[src/rtl/inv_interpolate7.sv]
// Inverse linear interpolator: gradient = (val - min_val) / (max_val - min_val) in Q.14, clamped to [0, 1.0].
// Latency: clamp/degenerate results 2 edges from start; divide path 16 edges (17 with INV_INTERP_ROUND_EN).
// Handshake: level start sampled in IDLE; done holds in DONE until start drops. Optional macro: INV_INTERP_ROUND_EN.
module inv_interpolate7 #(
  parameter int ITERS = 14
) (
  input  logic        clk,
  input  logic        reset,
  input  logic        start,
  input  logic [15:0] min_val,
  input  logic [15:0] max_val,
  input  logic [15:0] val,
  output logic        busy,
  output logic        done,
  output logic        degen,
  output logic [15:0] gradient
);

`ifdef INV_INTERP_ROUND_EN
  // One extra iteration yields a guard bit used for round-half-up.
  localparam int NITER = ITERS + 1;
`else
  localparam int NITER = ITERS;
`endif
  localparam int CW = 5;

  typedef enum logic [1:0] {IDLE, PREP, DIV, DONE} state_t;

  state_t          state_q, state_d;
  logic [16:0]     num_q, num_d;
  logic [16:0]     den_q, den_d;
  logic [15:0]     rem_q, rem_d;
  logic [15:0]     divisor_q, divisor_d;
  logic [NITER-1:0] q_q, q_d;
  logic [CW-1:0]   count_q, count_d;
  logic [15:0]     gradient_q, gradient_d;
  logic            degen_q, degen_d;
  logic            done_q, done_d;
  logic            busy_q, busy_d;

  logic [16:0]     num_abs, den_abs;
  logic [15:0]     num_mag, den_mag;
  logic [16:0]     r2;
  logic [16:0]     r2_sub;
  logic            take;
  logic [NITER-1:0] q_next;
  logic [15:0]     result;

  // Operand magnitudes and one restoring-division step, shared by PREP and DIV.
  always_comb begin
    num_abs = num_q[16] ? (~num_q + 17'd1) : num_q;
    den_abs = den_q[16] ? (~den_q + 17'd1) : den_q;
    num_mag = num_abs[15:0];
    den_mag = den_abs[15:0];
    r2      = {rem_q, 1'b0};
    r2_sub  = r2 - {1'b0, divisor_q};
    take    = (r2 >= {1'b0, divisor_q});
    q_next  = {q_q[NITER-2:0], take};
`ifdef INV_INTERP_ROUND_EN
    result  = 16'(q_next >> 1) + 16'(q_next[0]);
    if (result > 16'h4000) result = 16'h4000;
`else
    result  = 16'(q_next);
`endif
  end

  // Next-state and datapath update for the IDLE/PREP/DIV/DONE sequence.
  always_comb begin
    state_d    = state_q;
    num_d      = num_q;
    den_d      = den_q;
    rem_d      = rem_q;
    divisor_d  = divisor_q;
    q_d        = q_q;
    count_d    = count_q;
    gradient_d = gradient_q;
    degen_d    = degen_q;
    done_d     = done_q;
    busy_d     = busy_q;
    unique case (state_q)
      IDLE: begin
        done_d = 1'b0;
        if (start) begin
          // 17-bit signed differences cannot overflow for any 16-bit operands.
          num_d   = {val[15], val} - {min_val[15], min_val};
          den_d   = {max_val[15], max_val} - {min_val[15], min_val};
          busy_d  = 1'b1;
          state_d = PREP;
        end
      end
      PREP: begin
        done_d  = 1'b1;
        busy_d  = 1'b0;
        state_d = DONE;
        if (den_mag == 16'd0) begin
          gradient_d = 16'h0000;
          degen_d    = 1'b1;
        end else if (num_mag == 16'd0 || num_q[16] != den_q[16]) begin
          gradient_d = 16'h0000;
          degen_d    = 1'b0;
        end else if (num_mag >= den_mag) begin
          gradient_d = 16'h4000;
          degen_d    = 1'b0;
        end else begin
          rem_d     = num_mag;
          divisor_d = den_mag;
          q_d       = '0;
          count_d   = CW'(NITER - 1);
          degen_d   = 1'b0;
          done_d    = 1'b0;
          busy_d    = 1'b1;
          state_d   = DIV;
        end
      end
      DIV: begin
        rem_d   = take ? r2_sub[15:0] : r2[15:0];
        q_d     = q_next;
        count_d = count_q - CW'(1);
        if (count_q == '0) begin
          gradient_d = result;
          done_d     = 1'b1;
          busy_d     = 1'b0;
          state_d    = DONE;
        end
      end
      DONE: begin
        if (!start) begin
          done_d  = 1'b0;
          state_d = IDLE;
        end
      end
      default: state_d = IDLE;
    endcase
  end

  // State and output registers; reset clears everything including divider state.
  always_ff @(posedge clk or negedge reset) begin
    if (!reset) begin
      state_q    <= IDLE;
      num_q      <= '0;
      den_q      <= '0;
      rem_q      <= '0;
      divisor_q  <= '0;
      q_q        <= '0;
      count_q    <= '0;
      gradient_q <= '0;
      degen_q    <= 1'b0;
      done_q     <= 1'b0;
      busy_q     <= 1'b0;
    end else begin
      state_q    <= state_d;
      num_q      <= num_d;
      den_q      <= den_d;
      rem_q      <= rem_d;
      divisor_q  <= divisor_d;
      q_q        <= q_d;
      count_q    <= count_d;
      gradient_q <= gradient_d;
      degen_q    <= degen_d;
      done_q     <= done_d;
      busy_q     <= busy_d;
    end
  end

  assign busy     = busy_q;
  assign done     = done_q;
  assign degen    = degen_q;
  assign gradient = gradient_q;

endmodule

[config.mk]
export PLATFORM = sky130hd
export DESIGN_NAME = inv_interpolate7
export DESIGN_NICKNAME = d
export VERILOG_FILES = /design/src/rtl/inv_interpolate7.sv
export SDC_FILE = /design/constraint.sdc
export NUM_CORES = 1
export LEC_CHECK = 0
export BUFFER_PORTS_ARGS = -buffer_cell sky130_fd_sc_hd__buf_2
export CORE_MARGIN = 5
export CORE_UTILIZATION = 50
export DETAILED_ROUTE_END_ITERATION = 16
export GPL_ROUTABILITY_DRIVEN = 1
export PLACE_DENSITY = 0.71
export SLEW_MARGIN = 40
export SYNTH_ARGS = -nofsm -noshare
export SYNTH_HDL_FRONTEND = slang
export SYNTH_SLANG_ARGS = --single-unit
[constraint.sdc]
create_clock -name clk -period 4.5 [get_ports clk]
set_input_delay 0.225 -clock clk [delete_from_list [all_inputs] [get_ports clk]]
set_output_delay 0.225 -clock clk [all_outputs]
set_load 0.03 [all_outputs]
==> reports/qor_table.md, run 1 <==
| Parameter | Reported | Unit |
|---|---|---|
| Vias in the first global route | 6660 | - |
| Area of all placed cells without fillers | 9340 | sq um |
| Gr ovfl total | 0 | - |
| Number of rows in the core area | 47 | - |
| Number of nets in the final layout | 1084 | - |
| Overall routing resource usage | 20.3 | % |
| Via Count | 6786 | - |
| Multi-input gate area | 5290 | sq um |
| Wire length of the first global-routing pass | 33.0 | mm |
| Final setup viols | 0 | - |
| Routability cong. | 0.893 | - |
| Cells traversed along the worst timing path | or4_1 -> or4_4 -> o31ai_4 -> xnor2_1 -> inv_1 -> ha_1 -> a21o_1 -> a211oi_1 -> a31oi_1 -> a2111oi_4 -> o21ai_4 -> o22ai_4 -> clkbuf_16 -> mux2_4 | - |
| Effective utilization at floorplan | 50.4 | % |
| Start-to-end type of the worst setup path | flip-flop to flip-flop | - |
| Yosys Warn Count | 0 | - |
| Share of synthesized area occupied by flip-flops and latches | 31.3 | % |
| Setup skew after layout | 10.2 | ps |
| Met2 usage in global routing | 32.0 | % |
| Post-Place Cell Area | 8940 | sq um |
| # DRC | 0 | - |
| Max stage delay on crit path | 570 | ps |
| Min-Delay Path Class | primary input to flip-flop | - |
| Headroom to the max-slew limit | 46.2 | % |
| Proportion of synthesized flip-flops having asynchronous set or reset | 100 | % |
| Number of nets still failing antenna checks after routing | 0 | - |
| Die outline area | 19300 | sq um |
| Pin count of the biggest net entering global routing | 60 | - |
| Critical path capture point type | flip-flop | - |
| Number of antenna violations at the first check in global routing | 0 | - |
| Top cells by area in the synthesized netlist | sky130_fd_sc_hd__dfrtp_1 31%, sky130_fd_sc_hd__ha_1 11%, sky130_fd_sc_hd__mux2_4 5.1%, sky130_fd_sc_hd__inv_1 3.4%, sky130_fd_sc_hd__o21ai_0 3.3% | - |
| Kind of launch point of the worst setup path | flip-flop | - |
| Die height | 139 | um |
| Count of clock tree sinks | 104 | - |
| Fraction of synthesized cell area taken by the top area cell type | 31.3 | % |
| Per-cell via count in the routed design | 5.75 | - |
| Placed cells | 1163 | - |
| Die boundary width | 139 | um |
| Layout-stage area growth over the synthesis result | 12.4 | % |
| Area of all sequential standard cells | 2600 | sq um |
| Final standard cell utilization of the core | 56.7 | % |
| Number of DRC markers after the initial detailed-route iteration | 355 | - |
| Power density cells | 807 | nW/um^2 |
| Leakage power of the design | 4.34 | nW |
| Top-level I/O count | 70 | - |
| Clock transition at the registers of the reported paths | 80 | ps |
| Mean routed wirelength per cell | 16.5 | um |
| Number of max-slew violations in the final report | 0 | - |
| Netlist cell types | 77 | - |
| Maximum level of the CTS H-tree | 3 | - |
| Seq cells post-synth | 104 | - |
| Area of the core | 16500 | sq um |
| Buffer levels on the longest clock path | 2 | - |
| Worst VDD drop | 0.000426 | V |
| Sum of buffers and inverters on the critical path | 2 | - |
| TritonCTS clock tree | done | - |
| Met3 routing resource usage after global routing | 3.41 | % |
| Port bufs | 68 | - |
| Final cell count without fillers | 1181 | - |
| Clock group share of total power | 10.8 | % |
| Area of the mapped netlist | 8310 | sq um |
| Arr. time, crit path | 4570 | ps |
| Achievable frequency | 0.231 | GHz |
| Number of fill cells | 1469 | - |
| Final Hold Vio Count | 0 | - |
| Total detailed-routing wirelength | 19.4 | mm |
| Clock insertion delay at the later pin of the skew report | 360 | ps |
| Total of max-cap violations | 0 | - |
| Top cell type by total area after synthesis | sky130_fd_sc_hd__dfrtp_1 | - |
| Synth Net Count | 1019 | - |
| Category of cells accounting for the largest share of critical-path delay | compound AO/OA/AOI/OAI gates | - |
| Count of inserted antenna diode cells | 0 | - |
| Cell count after synthesis | 891 | - |
| Prevailing post-synth register cell | sky130_fd_sc_hd__dfrtp_1 | - |
| Clk Tree Root Cell | sky130_fd_sc_hd__clkbuf_16 | - |
| Net Sw Power | 0.00361 | W |
| Clock buffers created by TritonCTS | 9 | - |
| Most used routing layer | met2 | - |
| Min Clock Period, post-route | 4320 | ps |
| Final critical-path share of the clock period | 96.1 | % |
| Drt first pass iters | 5 | - |
| Most used cells in the layout excluding fill and tap cells | 104 x sky130_fd_sc_hd__dfrtp_1, 75 x sky130_fd_sc_hd__inv_1, 74 x sky130_fd_sc_hd__ha_1 | - |
| HPWL Detailed | 14.8 | mm |
| GR Util met1 | 28.7 | % |
| Int Pwr | 0.00393 | W |
| Layout cell share with drive strength beyond 1 | 18.3 | % |
| Most common library cell in the layout ignoring fill and taps | sky130_fd_sc_hd__dfrtp_1 | - |
| Net switching share of the total power | 47.8 | % |
| Status | finished clean | - |
| Portion of total power attributed to sequential cells | 21.7 | % |
| CP Max Fanout | 16 | - |
| Slowest library cell on the worst path | sky130_fd_sc_hd__or4_4 | - |
| Mapped Avg Cell Area | 9.32 | sq um |
| Part of the total power dissipated in combinational logic | 67.6 | % |
| Post-synth EDFFs | 0 | - |
| Worst endpoint required time | 4750 | ps |
| Worst Tran Pin Value | 802 | ps |
==> stage by stage <==
stage	TNS, ps	setup slack [ps]	hold WS, ps	power, W
after floorplan	0	131	-70.6	0.00537
after global placement	0	107	350	0.00646
after detailed placement	-22.1	-10.5	354	0.00656
after CTS	0	32.2	202	0.00740
after global routing	-86.1	-20.3	233	0.00818
final	0	176	223	0.00754
==> cell type report <==
cell class                 instances  share of cell area [%]
clock buffer                       9                    2.41
sequential                       104                    27.9
tap                              220                    2.95
timing repair buffer              90                    6.10
clock inverter                     7                   0.991
inverter                          76                    3.05
multi-input combinational        675                    56.6
==> path summary, 6_finish.rpt <==
kind / startpoint / endpoint / slack [ps] / cells after the start
hold reg to reg: q_q[1]$_DFFE_PN0P_ / q_q[1]$_DFFE_PN0P_ / 510 / 1
max in group asynchronous: reset / den_q[12]$_DFFE_PN0P_ / 3070 / 3
setup reg to reg: den_q[8]$_DFFE_PN0P_ / q_q[6]$_DFFE_PN0P_ / 180 / 14
setup / recovery: den_q[8]$_DFFE_PN0P_ / q_q[6]$_DFFE_PN0P_ / 180 / 14
min in group asynchronous: reset / rem_q[6]$_DFFE_PN0P_ / 400 / 2
hold / removal: start / done$_DFFE_PN0P_ / 220 / 3
==> state kept, by name (all words and copies together), names as in the netlist <==
| signal | flops |
|---|---|
| den_q | 17 |
| num_q | 17 |
| divisor_q | 16 |
| rem_q | 16 |
| gradient | 15 |
| q_q | 13 |
| count_q | 5 |
| state_q | 2 |
| busy | 1 |
| degen | 1 |
| done | 1 |
==> synth_stat cells (14+ instances only) <==
| library cell | instances |
|---|---|
| sky130_fd_sc_hd__o21ai_0 | 55 |
| sky130_fd_sc_hd__mux2i_1 | 22 |
| sky130_fd_sc_hd__dfrtp_1 | 104 |
| sky130_fd_sc_hd__clkbuf_1 | 22 |
| sky130_fd_sc_hd__inv_1 | 76 |
| sky130_fd_sc_hd__mux2_4 | 28 |
| sky130_fd_sc_hd__and2_1 | 16 |
| sky130_fd_sc_hd__xnor2_1 | 28 |
| sky130_fd_sc_hd__a21oi_1 | 33 |
| sky130_fd_sc_hd__ha_1 | 74 |
| sky130_fd_sc_hd__nor3_1 | 21 |
| sky130_fd_sc_hd__mux2_2 | 14 |
| sky130_fd_sc_hd__nor2_1 | 38 |
| sky130_fd_sc_hd__nand3_1 | 20 |
| sky130_fd_sc_hd__nand2_1 | 68 |
| sky130_fd_sc_hd__xor2_1 | 31 |
| sky130_fd_sc_hd__o31ai_1 | 17 |
==> power groups by stage <==
stage               Sequential, W  Combinational, W  Clock, W
CTS                       0.00163           0.00494  0.000830
global route              0.00169           0.00562  0.000870
floorplan                 0.00154           0.00383         0
finish                    0.00163           0.00509  0.000811
global placement          0.00163           0.00483         0
detailed placement        0.00164           0.00492         0
==> routing by layer <==
| layer | vias to the layer above | wire, um |
|---|---|---|
| li1 | 3380 | - |
| met3 | 26 | 732 |
| met1 | 3243 | 9430 |
| met5 | - | 0 |
| met4 | 0 | 369 |
| met2 | 137 | 8920 |
==> worst reg2reg max path, cell delays in order (launching register included) <==
cell and delay [ps]:
sky130_fd_sc_hd__dfrtp_1 410, sky130_fd_sc_hd__or4_1 530, sky130_fd_sc_hd__or4_4 570, sky130_fd_sc_hd__o31ai_4 190, sky130_fd_sc_hd__xnor2_1 170, sky130_fd_sc_hd__inv_1 90
sky130_fd_sc_hd__ha_1 300, sky130_fd_sc_hd__a21o_1 160, sky130_fd_sc_hd__a211oi_1 220, sky130_fd_sc_hd__a31oi_1 190, sky130_fd_sc_hd__a2111oi_4 430, sky130_fd_sc_hd__o21ai_4 170
sky130_fd_sc_hd__o22ai_4 220, sky130_fd_sc_hd__clkbuf_16 270, sky130_fd_sc_hd__mux2_4 310
==> logic make-up after synthesis <==
logic type | Yosys count | share of synthesized area, %
and+or+nand+nor | 243 | 15.1
AOI/OAI and AO/OA | 231 | 20.2
buffers and inverters | 112 | 5.62
adders and majority gates | 77 | 11.9
xor gates and xnor gates | 59 | 6.22
muxes | 64 | 9.61
DFF | 104 | 31.3
other | 1 | 0.0452
==> timing repair <==
action	CTS	global route
endpoints found under the hold margin	58	0
pin swaps	0	1
hold buffers	1	0
endpoints found under the setup margin	4	46
setup buffers	0	0
resized for setup	1	5
cloned	0	1
Power figures use the tool's default switching activity.
==> run 2, diff against run 1 <==
Settings changed: ABC_CLOCK_PERIOD_IN_PS set to 3500.
Clock period 4.5 ns to 3.5 ns, I/O delays scaled along.
==> run 2 against run 1 <==
Against the previous run: the run now ends with setup timing left; critical path depth up 3; count of clock-buffer cells in the layout unchanged; sequential power up 20%; register-to-register slack worse by 800 ps; worst hold slack worse by 69 ps; maximum frequency up 4.7%; first-iteration DRC count up 52%; critical path type unchanged; largest cell class unchanged; highest routed layer unchanged.
==> reports/qor_table.md, run 2 (synthesis gave the netlist of run 1 again) <==
| Parameter | Reported | Unit |
|---|---|---|
| Final cell count without fillers | 1292 | - |
| Final setup viols | 68 | - |
| Final standard cell utilization of the core | 62.9 | % |
| Per-cell via count in the routed design | 5.58 | - |
| Number of antenna violations at the first check in global routing | 0 | - |
| Maximum level of the CTS H-tree | 3 | - |
| Die boundary width | 139 | um |
| Setup skew after layout | 17.2 | ps |
| Max stage delay on crit path | 530 | ps |
| Power density cells | 1100 | nW/um^2 |
| Total detailed-routing wirelength | 21.3 | mm |
| Die outline area | 19300 | sq um |
| Kind of launch point of the worst setup path | flip-flop | - |
| Met3 Routed Length | 835 | um |
| Top-level I/O count | 70 | - |
| Critical path capture point type | flip-flop | - |
| Start-to-end type of the worst setup path | flip-flop to flip-flop | - |
| Clock buffers created by TritonCTS | 9 | - |
| Clk Tree Root Cell | sky130_fd_sc_hd__clkbuf_16 | - |
| Violated checks | setup timing | - |
| Sum of buffers and inverters on the critical path | 4 | - |
| Routability cong. | 0.910 | - |
| Layout-stage area growth over the synthesis result | 24.7 | % |
| Area of all sequential standard cells | 2600 | sq um |
| Final total power | 0.0114 | W |
| Count of inserted antenna diode cells | 0 | - |
| # DRC | 0 | - |
| Status | finished with violations | - |
| Clock insertion delay at the later pin of the skew report | 360 | ps |
| Clock transition at the registers of the reported paths | 80 | ps |
| Overall routing resource usage | 22.2 | % |
| Top routing layer in use | met4 | - |
| Number of max-slew violations in the final report | 0 | - |
| Multi-input gate area | 5440 | sq um |
| Die height | 139 | um |
| Vias in the first global route | 7134 | - |
| Detailed-routed wire length on met2 | 10.2 | mm |
| Number of nets still failing antenna checks after routing | 0 | - |
| Number of rows in the core area | 47 | - |
| Total of max-cap violations | 0 | - |
| Effective utilization at floorplan | 50.4 | % |
| Number of nets in the final layout | 1195 | - |
| Port bufs | 68 | - |
| Crit path setup slack, layout | -628 | ps |
| Worst endpoint required time | 3750 | ps |
| Area of the core | 16500 | sq um |
| Wire length of the first global-routing pass | 35.7 | mm |
| Final Hold Vio Count | 0 | - |
| Number of DRC markers after the initial detailed-route iteration | 541 | - |
| Slowest library cell on the worst path | sky130_fd_sc_hd__or4_4 | - |
| Arr. time, crit path | 4380 | ps |
| Routed length on met1 | 9.77 | mm |
| Headroom to the max-slew limit | 50.2 | % |
| HPWL Detailed | 16.3 | mm |
| Mean routed wirelength per cell | 16.5 | um |
| Pre-CTS WS | -842 | ps |
| Drt first pass iters | 5 | - |
| Buffer levels on the longest clock path | 2 | - |
| Post-route worst hold slack | 154 | ps |
| Registers with the most flip-flops | den_q x17, num_q x17 | - |
| Min Clock Period, post-route | 4130 | ps |
| Worst Tran Pin Value | 746 | ps |
| Count of clock tree sinks | 104 | - |
| Final critical-path share of the clock period | 118 | % |
| Gr ovfl total | 0 | - |
| Most used cells in the layout excluding fill and tap cells | 121 x sky130_fd_sc_hd__buf_4, 104 x sky130_fd_sc_hd__dfrtp_1, 74 x sky130_fd_sc_hd__inv_1 | - |
| Category of cells accounting for the largest share of critical-path delay | compound AO/OA/AOI/OAI gates | - |
| TritonCTS clock tree | done | - |
| Worst VDD drop | 0.000527 | V |
| Achievable frequency | 0.242 | GHz |
| Number of fill cells | 1382 | - |
| Min-Delay Path Class | primary input to flip-flop | - |
| Most common library cell in the layout ignoring fill and taps | sky130_fd_sc_hd__buf_4 | - |
| Layout cell share with drive strength beyond 1 | 28.3 | % |
| Via Count | 7203 | - |
| Setup repair after global routing missed its margin | true | - |
| Cells traversed along the worst timing path | buf_6 -> or4_4 -> or4_4 -> o31ai_4 -> xnor2_2 -> inv_2 -> ha_4 -> o21a_1 -> o21a_1 -> o21ai_4 -> nor3_4 -> a2111oi_4 -> o21ai_4 -> o211ai_4 -> buf_6 -> buf_12 -> mux2_4 | - |
| CP Max Fanout | 7 | - |
| Placed cells | 1253 | - |
| Pin count of the biggest net entering global routing | 67 | - |
| Leakage power of the design | 4.95 | nW |
[run 2: changes by cell type in the layout (fill, tap and decap cells not counted), sizes merged]
cell | previous run | this run
buf | 88 | 200
inv | 76 | 79
clkinv | 6 | 4
clkbuf | 10 | 9
clkinvlp | 1 | 0
[run 2: layout make-up]
type,instances,share of cell area (%)
multi-input cells,675,52.5
flip-flops and latches,104,25.1
repair buffers,201,13.8
inverters,76,2.78
well taps,220,2.66
clock buffers,9,2.17
clock inverters,7,0.906
[run 2: power breakdown]
part / switching, W / internal, W / leakage [nW]
combinational: 0.00435 / 0.00408 / 3.48
clock: 0.000525 / 0.000518 / 0.154
sequential: 0.000296 / 0.00166 / 1.32
total: 0.00517 / 0.00625 / 4.95
[run 2: what timing repair did]
item                                    4_1_cts  5_1_grt
hold endpoints to repair                     64        0
hold buffers                                  1        0
cloned                                        1        0
pin swaps                                     9        1
endpoints found under the setup margin       68       69
gates resized for setup                      30        9
setup buffers                                18        7
[run 2: worst paths after layout]
kind | from | slack (ps) | cells after the start | endpoint
setup / recovery | den_q[0]$_DFFE_PN0P_ | -630 | 17 | gradient[7]$_DFFE_PN0P_
hold / removal | start | 150 | 3 | done$_DFFE_PN0P_
setup reg to reg | den_q[0]$_DFFE_PN0P_ | -630 | 17 | gradient[7]$_DFFE_PN0P_
hold reg to reg | degen$_DFFE_PN0N_ | 500 | 2 | degen$_DFFE_PN0N_
max in group asynchronous | reset | 2380 | 3 | den_q[8]$_DFFE_PN0P_
min in group asynchronous | reset | 360 | 2 | rem_q[8]$_DFFE_PN0P_
[run 2: tightest hold or removal path, stage by stage]
cell and delay (ps):
sky130_fd_sc_hd__buf_2 130, sky130_fd_sc_hd__nand2_1 90, sky130_fd_sc_hd__a31oi_1 80
[run 2: per-stage QoR]
stage               area [sq um]  TNS (ps)
finish                     10400    -35010
detailed placement          9680    -44720
global placement            9680    -39100
floorplan                   8350    -39100
CTS                        10300    -30210
global route               10400    -44650
[run 2: layer usage]
layer	track usage, %	up-vias
met5	0	-
met4	7.00	0
met3	3.07	33
met2	37.0	187
met1	29.9	3372
li1	-	3611
==> run 3, diff against run 2 <==
Settings changed: CELL_PAD_IN_SITES_DETAIL_PLACEMENT set to 1, CELL_PAD_IN_SITES_GLOBAL_PLACEMENT set to 1, CORE_UTILIZATION 50 to 43, MAX_ROUTING_LAYER set to met4, PLACE_DENSITY 0.71 to not set, PLACE_DENSITY_LB_ADDON set to 0.1.
==> run 3 against run 2 <==
Against the previous run: the run still ends with setup timing left; maximum frequency shrank 1.0%; flip-flop and latch count is the same; final area grew 1.8%; worst hold slack lost 4.7 ps; die area grew 15%; combinational power grew 10%; first-iteration DRC count shrank 39%; clock skew shrank 1.9 ps; non-clock buffer count grew 2.
==> reports/qor_table.md, run 3 (synthesis gave the netlist of run 1 again) <==
| Parameter | Reported | Unit |
|---|---|---|
| Number of nets still failing antenna checks after routing | 0 | - |
| Hold Path Sink | done$_DFFE_PN0P_ | - |
| Drt first pass iters | 5 | - |
| Layout cell share with drive strength beyond 1 | 28.4 | % |
| Crit path setup slack, layout | -671 | ps |
| Maximum level of the CTS H-tree | 3 | - |
| Final setup viols | 68 | - |
| # DRC | 0 | - |
| Vias in the first global route | 8293 | - |
| Arr. time, crit path | 4420 | ps |
| Number of DRC markers after the initial detailed-route iteration | 328 | - |
| Hold Path Depth | 3 | - |
| Category of cells accounting for the largest share of critical-path delay | compound AO/OA/AOI/OAI gates | - |
| Hold path startpoint | start | - |
| Count of clock tree sinks | 104 | - |
| Pin count of the biggest net entering global routing | 82 | - |
| Total detailed-routing wirelength | 26.6 | mm |
| HPWL Detailed | 19.9 | mm |
| Routability cong. | 0.926 | - |
| Reg-to-reg endpoint | q_q[0]$_DFFE_PN0P_ | - |
| Post-Place Cell Area | 9730 | sq um |
| Clock buffers created by TritonCTS | 9 | - |
| Registers with the most flip-flops | den_q x17, num_q x17 | - |
| Setup skew after layout | 15.2 | ps |
| Leakage power of the design | 4.99 | nW |
| Worst endpoint required time | 3750 | ps |
| Buffer levels on the longest clock path | 2 | - |
| Kind of launch point of the worst setup path | flip-flop | - |
| Start point of the critical path | den_q[1]$_DFFE_PN0P_ | - |
| Met2 usage in global routing | 44.6 | % |
| Die outline area | 22200 | sq um |
| Port bufs | 68 | - |
| Mean routed wirelength per cell | 20.0 | um |
| Critical path capture point type | flip-flop | - |
| Wire length of the first global-routing pass | 42.8 | mm |
| Start-to-end type of the worst setup path | flip-flop to flip-flop | - |
| Number of nets in the final layout | 1197 | - |
| Number of rows in the core area | 50 | - |
| Final critical-path share of the clock period | 119 | % |
| Sum of buffers and inverters on the critical path | 4 | - |
| Pre-CTS WS | -800 | ps |
| Area of all placed cells without fillers | 10500 | sq um |
| Number of antenna violations at the first check in global routing | 0 | - |
| Layout-stage area growth over the synthesis result | 27.0 | % |
| Overall routing resource usage | 24.6 | % |
| Worst VDD drop | 0.000456 | V |
| Die boundary width | 149 | um |
| Via Count | 7524 | - |
| Worst Tran Pin Value | 736 | ps |
| Cells traversed along the worst timing path | inv_2 -> ha_4 -> or4b_4 -> o41ai_4 -> xor2_1 -> ha_1 -> o21a_1 -> o21a_1 -> o21ai_2 -> nor3_2 -> a2111oi_2 -> buf_4 -> o21ai_4 -> o22ai_4 -> buf_8 -> clkbuf_16 -> mux2_4 | - |
| Effective utilization at floorplan | 44.0 | % |
| Slowest library cell on the worst path | sky130_fd_sc_hd__or4b_4 | - |
| Number of fill cells | 2191 | - |
| Most used cells in the layout excluding fill and tap cells | 112 x sky130_fd_sc_hd__buf_4, 104 x sky130_fd_sc_hd__dfrtp_1, 74 x sky130_fd_sc_hd__inv_1 | - |
| Most used routing layer | met2 | - |
| Number of cells on the critical path | 17 | - |
| Most common library cell in the layout ignoring fill and taps | sky130_fd_sc_hd__buf_4 | - |
| TritonCTS clock tree | done | - |
| Clock insertion delay at the later pin of the skew report | 370 | ps |
| Clock transition at the registers of the reported paths | 90 | ps |
| Violated checks | setup timing | - |
| Slack of the worst reg-to-reg path | -670 | ps |
| Final Hold Vio Count | 0 | - |
| Number of max-slew violations in the final report | 0 | - |
| Max stage delay on crit path | 500 | ps |
| Die height | 149 | um |
| Min Clock Period, post-route | 4170 | ps |
| Status | finished with violations | - |
| Most common cell type on the critical path | sky130_fd_sc_hd__o21a_1 | - |
| Power density cells | 1170 | nW/um^2 |
| CP Max Fanout | 4 | - |
| Critical register-to-register path startpoint | den_q[1]$_DFFE_PN0P_ | - |
| Total negative slack | -41710 | ps |
| Met3 routing resource usage after global routing | 2.46 | % |
| Achievable frequency | 0.240 | GHz |
| Headroom to the max-slew limit | 50.7 | % |
| Area of the core | 18900 | sq um |
| Clk Tree Root Cell | sky130_fd_sc_hd__clkbuf_16 | - |
| Count of inserted antenna diode cells | 0 | - |
| Top-level I/O count | 70 | - |
| GR Util met1 | 28.8 | % |
| Setup repair after global routing missed its margin | true | - |
| Per-cell via count in the routed design | 5.64 | - |
| Min-Delay Path Class | primary input to flip-flop | - |
| Gr ovfl total | 0 | - |
| Total of max-cap violations | 0 | - |
| Path depth of the worst reg2reg path | 17 | - |
[run 3: cell count changes in the layout (fill, tap and decap cells not counted), moves of 2 or more]
cell,previous run,this run
sky130_fd_sc_hd__o41ai_1,7,5
sky130_fd_sc_hd__buf_4,121,112
sky130_fd_sc_hd__buf_6,7,10
sky130_fd_sc_hd__clkbuf_16,9,12
sky130_fd_sc_hd__buf_16,0,2
[run 3: area by class of cell]
type / count / area (sq um) / area share, %
Tap cell: 260 / 325 / 3.09
Sequential cell: 104 / 2600 / 24.7
Multi-Input combinational cell: 675 / 5440 / 51.6
Clock buffer: 9 / 225 / 2.14
Inverter: 76 / 285 / 2.71
Clock inverter: 7 / 91.3 / 0.866
Timing Repair Buffer: 203 / 1580 / 15.0
[run 3: metrics by stage]
step           power [W]  instances  util [%]  hold WS [ps]
6_report          0.0123       1334      55.8           149
3_3_place_gp     0.00950       1293      51.5           421
3_5_place_dp     0.00988       1293      51.5           293
4_1_cts           0.0120       1331      55.3           135
2_1_floorplan    0.00697        891         -          -121
5_1_grt           0.0131       1334      55.8           157
[run 3: worst max path at each step]
stage | slack [ps] | end
after floorplan | -760 | gradient[10]$_DFFE_PN0P_
after global placement | -630 | gradient[0]$_DFFE_PN0P_
after detailed placement | -800 | gradient[2]$_DFFE_PN0P_
after CTS | -660 | gradient[12]$_DFFE_PN0P_
after global routing | -890 | gradient[8]$_DFFE_PN0P_
final | -670 | q_q[0]$_DFFE_PN0P_
[run 3: worst register-to-register path, cell delays in order (launching register included)]
cell	delay, ps
sky130_fd_sc_hd__dfrtp_1	430
sky130_fd_sc_hd__inv_2	90
sky130_fd_sc_hd__ha_4	140
sky130_fd_sc_hd__or4b_4	500
sky130_fd_sc_hd__o41ai_4	320
sky130_fd_sc_hd__xor2_1	300
sky130_fd_sc_hd__ha_1	290
sky130_fd_sc_hd__o21a_1	190
sky130_fd_sc_hd__o21a_1	180
sky130_fd_sc_hd__o21ai_2	140
sky130_fd_sc_hd__nor3_2	80
sky130_fd_sc_hd__a2111oi_2	370
sky130_fd_sc_hd__buf_4	180
sky130_fd_sc_hd__o21ai_4	80
sky130_fd_sc_hd__o22ai_4	140
sky130_fd_sc_hd__buf_8	180
sky130_fd_sc_hd__clkbuf_16	170
sky130_fd_sc_hd__mux2_4	300
[run 3: metal layers]
metal	wire length, um	vias up	share of wire (%)
li1	-	3600	-
met1	11200	3740	42
met2	14300	145	53
met3	682	39	2.6
met4	546	0	2.0
met5	0	-	0
[run 3: report_power, final]
group | total (W) | switching [W] | internal (W)
clock | 0.00106 | 0.000547 | 0.000516
sequential | 0.00197 | 0.000317 | 0.00166
combinational | 0.00927 | 0.00479 | 0.00448
[run 3: repair_timing]
item	in CTS	in global routing
endpoints found under the hold margin	79	0
endpoints found under the setup margin	68	68
resized for setup	32	15
gates cloned	5	1
pin swaps	11	12
hold buffers	1	0
buffers inserted	17	3
